--- config.mk ---
export PLATFORM = sky130hd
export DESIGN_NAME = fetch_unit
export DESIGN_NICKNAME = d
export VERILOG_FILES = /design/src/rtl/fetch_unit_pkg.sv /design/src/rtl/mux2_1.sv /design/src/rtl/fetch_unit.sv
export SDC_FILE = /design/constraint.sdc
export NUM_CORES = 1
export LEC_CHECK = 0
export BUFFER_PORTS_ARGS = -buffer_cell sky130_fd_sc_hd__buf_4
export CAP_MARGIN = 20
export CELL_PAD_IN_SITES_DETAIL_PLACEMENT = 1
export CELL_PAD_IN_SITES_GLOBAL_PLACEMENT = 2
export CORE_MARGIN = 1
export CORE_UTILIZATION = 33
export CTS_CLUSTER_DIAMETER = 200
export DETAILED_ROUTE_END_ITERATION = 8
export HOLD_SLACK_MARGIN = 0.1
export PLACE_DENSITY = 0.83
export SLEW_MARGIN = 20
export SYNTH_ARGS = -nofsm -noshare
export SYNTH_HDL_FRONTEND = slang
export SYNTH_HIERARCHICAL = 1
export SYNTH_SLANG_ARGS = --single-unit
--- constraint.sdc ---
create_clock -name CLK -period 3.3 [get_ports CLK]
set_input_delay 0.33 -clock CLK [delete_from_list [all_inputs] [get_ports CLK]]
set_output_delay 0.33 -clock CLK [all_outputs]
set_load 0.05 [all_outputs]
--- src/rtl/fetch_unit_pkg.sv ---
// Shared definitions for the RV32i instruction-fetch stage.
package fetch_unit_pkg;

    // Canonical RV32i NOP: addi x0, x0, 0
    localparam logic [31:0] NOP_INSTR        = 32'h0000_0013;
    localparam logic [31:0] DEFAULT_RESET_PC = 32'h0000_0000;

    // REQ : request driven, waiting for the memory to accept it
    // WAIT: request accepted, waiting for its response
    // HELD: response captured while decode was stalled
    // DROP: a redirect orphaned the outstanding request; swallow its response
    typedef enum logic [1:0] {
        REQ  = 2'd0,
        WAIT = 2'd1,
        HELD = 2'd2,
        DROP = 2'd3
    } fetch_state_t;

endpackage

--- src/rtl/mux2_1.sv ---
// Generic 2:1 multiplexer; SEL=1 selects B.
module mux2_1 #(
    parameter int W = 32
) (
    input  logic [W-1:0] A,
    input  logic [W-1:0] B,
    input  logic         SEL,
    output logic [W-1:0] Y
);

    assign Y = SEL ? B : A;

endmodule

--- src/rtl/fetch_unit.sv ---
// RV32i fetch stage: PC register, single-outstanding imem handshake FSM,
// stall hold buffer, and the IF/ID pipeline register.
module fetch_unit
    import fetch_unit_pkg::*;
#(
    parameter logic [31:0] RESET_PC = DEFAULT_RESET_PC
) (
    input  logic        CLK,
    input  logic        RST,
    input  logic        PC_SEL,
    input  logic [31:0] PC_TARGET,
    input  logic        STALL,
    output logic        IMEM_REQ,
    output logic [31:0] IMEM_ADDR,
    input  logic        IMEM_READY,
    input  logic        IMEM_RVALID,
    input  logic [31:0] IMEM_RDATA,
    output logic [31:0] INSTR_D,
    output logic [31:0] PC_D,
    output logic [31:0] PC_PLUS4_D,
    output logic        VALID_D
);

    fetch_state_t r_state;
    logic [31:0]  r_pc_f;
    logic [31:0]  r_hold_instr;
    logic [31:0]  r_instr_d;
    logic [31:0]  r_pc_d;
    logic [31:0]  r_pc_plus4_d;
    logic         r_valid_d;

    logic [31:0]  w_pc_plus4;
    logic [31:0]  w_target_aligned;
    logic [31:0]  w_next_pc;

    // Sequential PC wraps naturally modulo 2^32; redirect targets are word aligned.
    assign w_pc_plus4       = r_pc_f + 32'd4;
    assign w_target_aligned = {PC_TARGET[31:2], 2'b00};

    mux2_1 #(.W(32)) u_pc_mux (
        .A   (w_pc_plus4),
        .B   (w_target_aligned),
        .SEL (PC_SEL),
        .Y   (w_next_pc)
    );

    // Request is only driven from REQ and is suppressed while reset is held.
    assign IMEM_REQ   = (r_state == REQ) && !RST;
    assign IMEM_ADDR  = r_pc_f;
    assign INSTR_D    = r_instr_d;
    assign PC_D       = r_pc_d;
    assign PC_PLUS4_D = r_pc_plus4_d;
    assign VALID_D    = r_valid_d;

    // Fetch FSM, PC register, hold buffer and IF/ID register.
    always_ff @(posedge CLK) begin
        if (RST) begin
            // NOTE: every register here is a small flop, not a memory array, so all get reset.
            r_state      <= REQ;
            r_pc_f       <= RESET_PC;
            r_hold_instr <= NOP_INSTR;
            r_instr_d    <= NOP_INSTR;
            r_pc_d       <= '0;
            r_pc_plus4_d <= '0;
            r_valid_d    <= 1'b0;
        end else begin
            // NOTE: this default bubble is overridden by any later delivery below;
            // with non-blocking assignments the last one in program order wins.
            if (!STALL || PC_SEL) begin
                r_valid_d <= 1'b0;
            end

            if (PC_SEL) begin
                // Redirect outranks stall and any delivery this cycle.
                r_pc_f <= w_next_pc;
                case (r_state)
                    REQ:  r_state <= IMEM_READY ? DROP : REQ;
                    WAIT: r_state <= IMEM_RVALID ? REQ : DROP;
                    HELD: begin
                        r_hold_instr <= NOP_INSTR;
                        r_state      <= REQ;
                    end
                    // A stale response landing now is consumed; otherwise keep waiting.
                    DROP: r_state <= IMEM_RVALID ? REQ : DROP;
                    default: r_state <= REQ;
                endcase
            end else begin
                case (r_state)
                    REQ: begin
                        if (IMEM_READY) begin
                            r_state <= WAIT;
                        end
                    end
                    WAIT: begin
                        if (IMEM_RVALID) begin
                            if (!STALL) begin
                                r_instr_d    <= IMEM_RDATA;
                                r_pc_d       <= r_pc_f;
                                r_pc_plus4_d <= w_pc_plus4;
                                r_valid_d    <= 1'b1;
                                r_pc_f       <= w_next_pc;
                                r_state      <= REQ;
                            end else begin
                                r_hold_instr <= IMEM_RDATA;
                                r_state      <= HELD;
                            end
                        end
                    end
                    HELD: begin
                        if (!STALL) begin
                            r_instr_d    <= r_hold_instr;
                            r_pc_d       <= r_pc_f;
                            r_pc_plus4_d <= w_pc_plus4;
                            r_valid_d    <= 1'b1;
                            r_pc_f       <= w_next_pc;
                            r_state      <= REQ;
                        end
                    end
                    DROP: begin
                        if (IMEM_RVALID) begin
                            r_state <= REQ;
                        end
                    end
                    default: r_state <= REQ;
                endcase
            end
        end
    end

endmodule
==> impl_results.md, run 1 <==
* Status: completed
* Syn Area/Cell at 8.59 um2
* Antenna violations before repair at 0
* Gate power share at 21.4%
* Hold WC Path Type: in2reg
* Synthesis Warnings at 6
* First-pass GRT wire length at 38900 um
* Relative slew margins at 30.7%
* Pin count of the biggest net entering global routing at 77
* # resized after CTS at 0
* Reg power frac at 40.7%
* Post-detail-place hpwl at 16500 um
* Sw Pwr at 0.00166 W
* Post-Syn Area at 7520 um2
* FFs w/ async S/R, synth at 0%
* Die width at 153 um
* Final Skew at 0.0138 ns
* Crit end category: flop
* Hold Fails Final Rpt at 0
* Total negative slack at 0 ns
* CTS tree: yes
* Worst slew pin tran at 1.04 ns
* Vias at 6860
* Wire per inst at 18.5 um
* Via density at 5.17
* Share of cells above drive strength 1 at 27.9%
* Cell count after synthesis at 876
* Initial drt markers at 264
* Ports at 200
* DRC errors left at 0
* P per Cell Area at 539 nW/um2
* PnR worst setup slack at 0.831 ns
* Num CTS Buffers at 17
* Placed cell areas at 9170 um2
* WP data required at 3.65 ns
* Max-cap violation count at 0
* WS Path Type: reg2reg
* Post-synth cell types at 51
* Post-CTS Setup Bufs at 0
* Worst path arrival time at 2.82 ns
* Clock tree sinks at 161
* Prevailing post-synth register cell: dfxtp_1
* Pleak at 3.96 nW
* Gr ovfl total at 0
* Period utilization at 74.8%
* Pre-Repair DR Iteration Count at 4
* Hold buffers post-CTS at 0
* Sequential fraction of the synthesis area at 42.8%
* Clock Root Buffer: clkbuf_16
* Area delta synth->final at 29.7%
* Die area at 23400 um2
* Fin nets at 1110
* Slew Viols, Final at 0
* Finished Layout Cells at 1326
* Unrepaired setup endpoints after global routing: no
* GP Congestion at 0.756
* EDFF count, synth at 0
* Core region area at 22100 um2
* Crit path time final at 2.47 ns
* Seq cells post-synth at 161
* Max Fclk at 405 MHz
* Row cnt at 54
* Routed Antenna Nets at 0
* DP Cell Count at 1295
* Place WS at 0.848 ns
* Sw frac at 31.6%
* Clock share of power at 37.9%
* Crit Path Max Fanout at 17
* # port buffers at 197
* Gr usage total at 21.1%
* Tot Pwr at 0.00526 W
* Clock tree buffer depth at 2
* Internal Pwr Total at 0.00359 W
* Ant diodes at 0
* CTS clk-pin slew, worst paths at 0.07 ns
* Total wire length at 24500 um
* Die Span Y at 153 um
* Worst setup SP type: flop
* Worst-skew pair later-pin latency at 0.43 ns
* Worst IR Drop VDD at 284 uV
* CTS H-tree lvls at 4
* Setup violators final at 0
* Vias in the first global route at 6932
* Layout Cell Area excl Fill at 9760 um2
* Initial core utilization at 34.0%
[final timing paths]
check | from | to | slack, ns | depth (start not counted)
hold reg to reg | PC_D[20] | PC_D[20] | 0.46 | 2
setup / recovery | IMEM_ADDR[2] | IMEM_ADDR[28] | 0.83 | 8
hold / removal | IMEM_RDATA[1] | r_hold_instr[1] | 0.19 | 3
setup reg to reg | IMEM_ADDR[2] | IMEM_ADDR[28] | 0.83 | 8
[cell usage after synthesis, types with 3 or more instances]
cell type  count  area (um2)
o211a_1        3        30.0
clkbuf_1      49         184
nor3b_1       29         218
o311ai_0       3        26.3
ha_1           6        75.1
nor2_1        54         203
buf_2         11        55.1
dfxtp_1      161        3220
o31ai_1       11        82.6
nor2b_1        3        18.8
or4_4          3        33.8
inv_1         12        45.0
and4_1         5        43.8
a31oi_1        4        25.0
a21oi_1      127         636
nand4_1        7        43.8
or3_1          3        18.8
mux2_4        30         450
nand3_1       13        65.1
o21ai_0       16        80.1
or4_1          8        60.1
a311oi_1      12         105
mux2i_1       35         350
buf_1          9        33.8
xnor2_1       10        87.6
buf_4          4        30.0
nand2b_1       4        25.0
nor3_1         8        40.0
buf_12         3        60.1
mux2_2         3        33.8
o21a_1        13        97.6
nor4_1         5        31.3
nand2_1      161         604
a211oi_1      29         218
xor2_1         3        26.3
[cells in the final DEF, fill, tap and decap left out, types with 12 or more instances in the layout]
cell type  Yosys  routed
dfxtp_1      161     161
clkbuf_16      0      17
nor3b_1       29      29
nor2_1        54      53
o21ai_0       16      16
o21a_1        13      13
a21oi_1      127     126
a311oi_1      12      12
inv_1         12      12
nand2_1      161     160
nand3_1       13      13
buf_4          4     215
mux2_4        30      30
mux2i_1       35      35
a211oi_1      29      29
[state kept, by name, indices dropped and copies added, names as in the netlist]
signal        flops
VALID_D           1
r_hold_instr     32
PC_D             30
INSTR_D          32
PC_PLUS4_D       32
IMEM_ADDR        32
r_state           2
[routing by layer]
layer  track usage [%]  routed length, um
met1              27.0              11100
met5                 0                  0
met4              4.57                199
met2              35.5              12000
met3              5.64               1180
[final cells by class]
type	instances	area [um2]
multi-input cells	625	3900
clock buffers	20	457
clock inverters	11	131
flip-flops and latches	161	3220
fillers	2617	12300
repair buffers	217	1650
inverters	12	45.0
well taps	280	350
[through the flow]
step	hold slack, ns	utilization [%]
floorplan	0.457	-
global placement	0.445	41.5
detailed placement	0.447	41.5
CTS	0.178	44.2
global route	0.193	44.2
finish	0.194	44.2
[power by group through the flow]
stage               clock [W]  combinational (W)  sequential (W)
global placement            0            0.00112         0.00218
global route          0.00214            0.00120         0.00216
detailed placement          0            0.00113         0.00218
floorplan                   0           0.000452         0.00248
CTS                   0.00205            0.00114         0.00214
finish                0.00199            0.00112         0.00214
[cell families (layout without fill, tap and decap cells)]
group,after synthesis,in the layout,synth area share (%)
xor gates and xnor gates,13,13,1.51
and+or+nand+nor,312,312,19.8
other,1,2,0.0499
buffers and inverters,91,260,5.79
AOI/OAI and AO/OA,224,224,17.9
adders and majority gates,6,6,0.998
DFF,161,161,42.8
muxes,68,68,11.1
[critical path: stages, from the launching register on]
cell and delay (ns):
dfxtp_1 0.34, ha_1 0.25, nand4_1 0.27, or2_1 0.54
or4_1 0.57, nand2_1 0.08, mux2_4 0.13, nand2_1 0.04
a21oi_1 0.15
(Power assumes the default switching activity.)
==> inputs of run 2 (changes only) <==
--- a/config.mk
+++ b/config.mk
@@ -10,11 +10,11 @@
 export CELL_PAD_IN_SITES_DETAIL_PLACEMENT = 1
 export CELL_PAD_IN_SITES_GLOBAL_PLACEMENT = 2
 export CORE_MARGIN = 1
-export CORE_UTILIZATION = 33
+export CORE_UTILIZATION = 31
 export CTS_CLUSTER_DIAMETER = 200
 export DETAILED_ROUTE_END_ITERATION = 8
 export HOLD_SLACK_MARGIN = 0.1
-export PLACE_DENSITY = 0.83
+export PLACE_DENSITY = 0.78
 export SLEW_MARGIN = 20
 export SYNTH_ARGS = -nofsm -noshare
 export SYNTH_HDL_FRONTEND = slang
==> constraint.sdc (replaced) <==
create_clock -name CLK -period 2.5 [get_ports CLK]
set_input_delay 0.25 -clock CLK [delete_from_list [all_inputs] [get_ports CLK]]
set_output_delay 0.25 -clock CLK [all_outputs]
set_load 0.05 [all_outputs]
==> run 2 against run 1 <==
  * Critical path depth rose by 1
  * Sequential share of layout area fell by 0.97 points
  * Register-to-register slack got worse by 0.57 ns
  * Critical endpoint is now IMEM_ADDR[18]
  * Largest cell class unchanged
  * Highest routed layer unchanged
  * Non-clock buffer count rose by 30
  * Power rose by 33%
  * Design area rose by 3.1%
==> impl_results.md, run 2 (synthesis gave the netlist of run 1 again) <==
* Most frequent cells in the layout: buf_4 (240), nand2_1 (160), dfxtp_1 (159), a21oi_1 (126), nor2_1 (53)
* Hold Fails Final Rpt at 0
* Crit path buf inv count at 1
* Clock Root Buffer: clkbuf_16
* Pre-Repair DR Iteration Count at 4
* Worst slew pin tran at 0.749 ns
* Max Fclk at 446 MHz
* Sw Pwr at 0.00232 W
* CP top delay family: simple AND/OR/NAND/NOR gates
* P per Cell Area at 695 nW/um2
* Ant diodes at 0
* WS Path Type: reg2reg
* Post-detail-place hpwl at 17400 um
* Initial drt markers at 277
* Ports at 200
* Setup violators final at 0
* GP Congestion at 0.771
* Wire per inst at 18.3 um
* Worst-skew pair later-pin latency at 0.44 ns
* Crit path top cell by count: nand2_1
* CTS clk-pin slew, worst paths at 0.07 ns
* Worst path arrival time at 2.60 ns
* Max-cap violation count at 0
* Gr usage total at 20.7%
* # resized after CTS at 0
* Gr ovfl total at 0
* Routed Antenna Nets at 0
* CTS H-tree lvls at 4
* Gate power share at 22.2%
* Max incr delay on CP at 0.42 ns
* Post-CTS Setup Bufs at 0
* DRC errors left at 0
* Area delta synth->final at 33.7%
* Initial core utilization at 31.9%
* # port buffers at 197
* Die area at 24900 um2
* Share of cells above drive strength 1 at 30.0%
* Pleak at 4.13 nW
* Period utilization at 89.7%
* Slew Viols, Final at 0
* Sw frac at 33.1%
* Total negative slack at 0 ns
* Vias in the first global route at 6935
* Critical path's slowest cell: or2_1
* First-pass GRT wire length at 39400 um
* CP cell instances: ha_1 -> nand4_1 -> or2_1 -> buf_4 -> or4_1 -> nand2_1 -> mux2_4 -> nand2_1 -> a21oi_1
* Crit path time final at 2.24 ns
* Tot Pwr at 0.00699 W
* Core region area at 23600 um2
* Row cnt at 56
* Reg power frac at 40.0%
* Die Span Y at 158 um
* Via density at 5.02
* Final Skew at 0.0142 ns
* Unrepaired setup endpoints after global routing: no
* Hold WC Path Type: in2reg
* Worst setup SP type: flop
* CTS tree: yes
* Worst IR Drop VDD at 405 uV
* Clock tree sinks at 161
* Pin count of the biggest net entering global routing at 109
* Clock share of power at 37.7%
* Num CTS Buffers at 17
* Commonest non-fill, non-tap cell in the layout: buf_4
* Crit Path Max Fanout at 12
* Total wire length at 25600 um
* Status: completed
* Antenna violations before repair at 0
* Crit end category: flop
* Worst hold slack at 0.144 ns
* Vias at 7011
* Internal Pwr Total at 0.00468 W
* Clock tree buffer depth at 2
* Fin nets at 1140
* Die width at 158 um
* Relative slew margins at 50.0%
* WP data required at 2.86 ns
## run 2: power by group through the flow
stage	Combinational [W]	Sequential, W	Clock (W)
after detailed placement	0.00156	0.00286	0
final	0.00155	0.00280	0.00264
after global routing	0.00166	0.00282	0.00280
after global placement	0.00155	0.00285	0
after floorplan	0.000596	0.00327	0
after CTS	0.00157	0.00280	0.00271
## run 2: path summary, 6_finish.rpt
kind | startpoint | to | slack, ns | cells past startpoint
worst max-delay path | IMEM_ADDR[2] | IMEM_ADDR[18] | 0.26 | 9
worst min-delay path | PC_SEL | VALID_D | 0.14 | 2
worst max register to register | IMEM_ADDR[2] | IMEM_ADDR[18] | 0.26 | 9
worst min register to register | PC_D[20] | PC_D[20] | 0.46 | 2
## run 2: repair_timing
action | 4_1_cts | 5_1_grt
hold buffers | 3 | 0
endpoints found under the hold margin | 3 | 0
setup endpoints to repair | 0 | 0
## run 2: area by class of cell
type / instances / area (um2)
multi-input cells: 625 / 3900
repair buffers: 247 / 1910
inverters: 12 / 45.0
clock buffers: 18 / 439
fillers: 2791 / 13600
flip-flops and latches: 161 / 3230
clock inverters: 14 / 143
well taps: 319 / 399
## run 2: worst register-to-register path, stage by stage (launching register included)
cell     delay (ns)
dfxtp_2        0.33
ha_1           0.18
nand4_1        0.15
or2_1          0.42
buf_4          0.24
or4_1          0.42
nand2_1        0.10
mux2_4         0.14
nand2_1        0.04
a21oi_1        0.14
## run 2: stage by stage
| stage | utilization, % | setup slack (ns) | instances | area, um2 |
|---|---|---|---|---|
| 6_report | 42.6 | 0.258 | 1396 | 10100 |
| 5_1_grt | 42.6 | 0.0934 | 1396 | 10100 |
| 4_1_cts | 42.6 | 0.247 | 1396 | 10100 |
| 3_5_place_dp | 40.0 | 0.262 | 1361 | 9450 |
| 3_3_place_gp | 40.0 | 0.296 | 1361 | 9450 |
| 2_1_floorplan | - | 0.0341 | 877 | 7530 |
## run 2: routing by layer
metal | track usage [%] | up-vias | share of wire [%]
met5 | 0 | - | 0
met4 | 5.92 | 0 | 1.4
met3 | 4.87 | 19 | 6.0
met2 | 33.8 | 154 | 47
met1 | 27.0 | 3391 | 46
li1 | - | 3447 | -
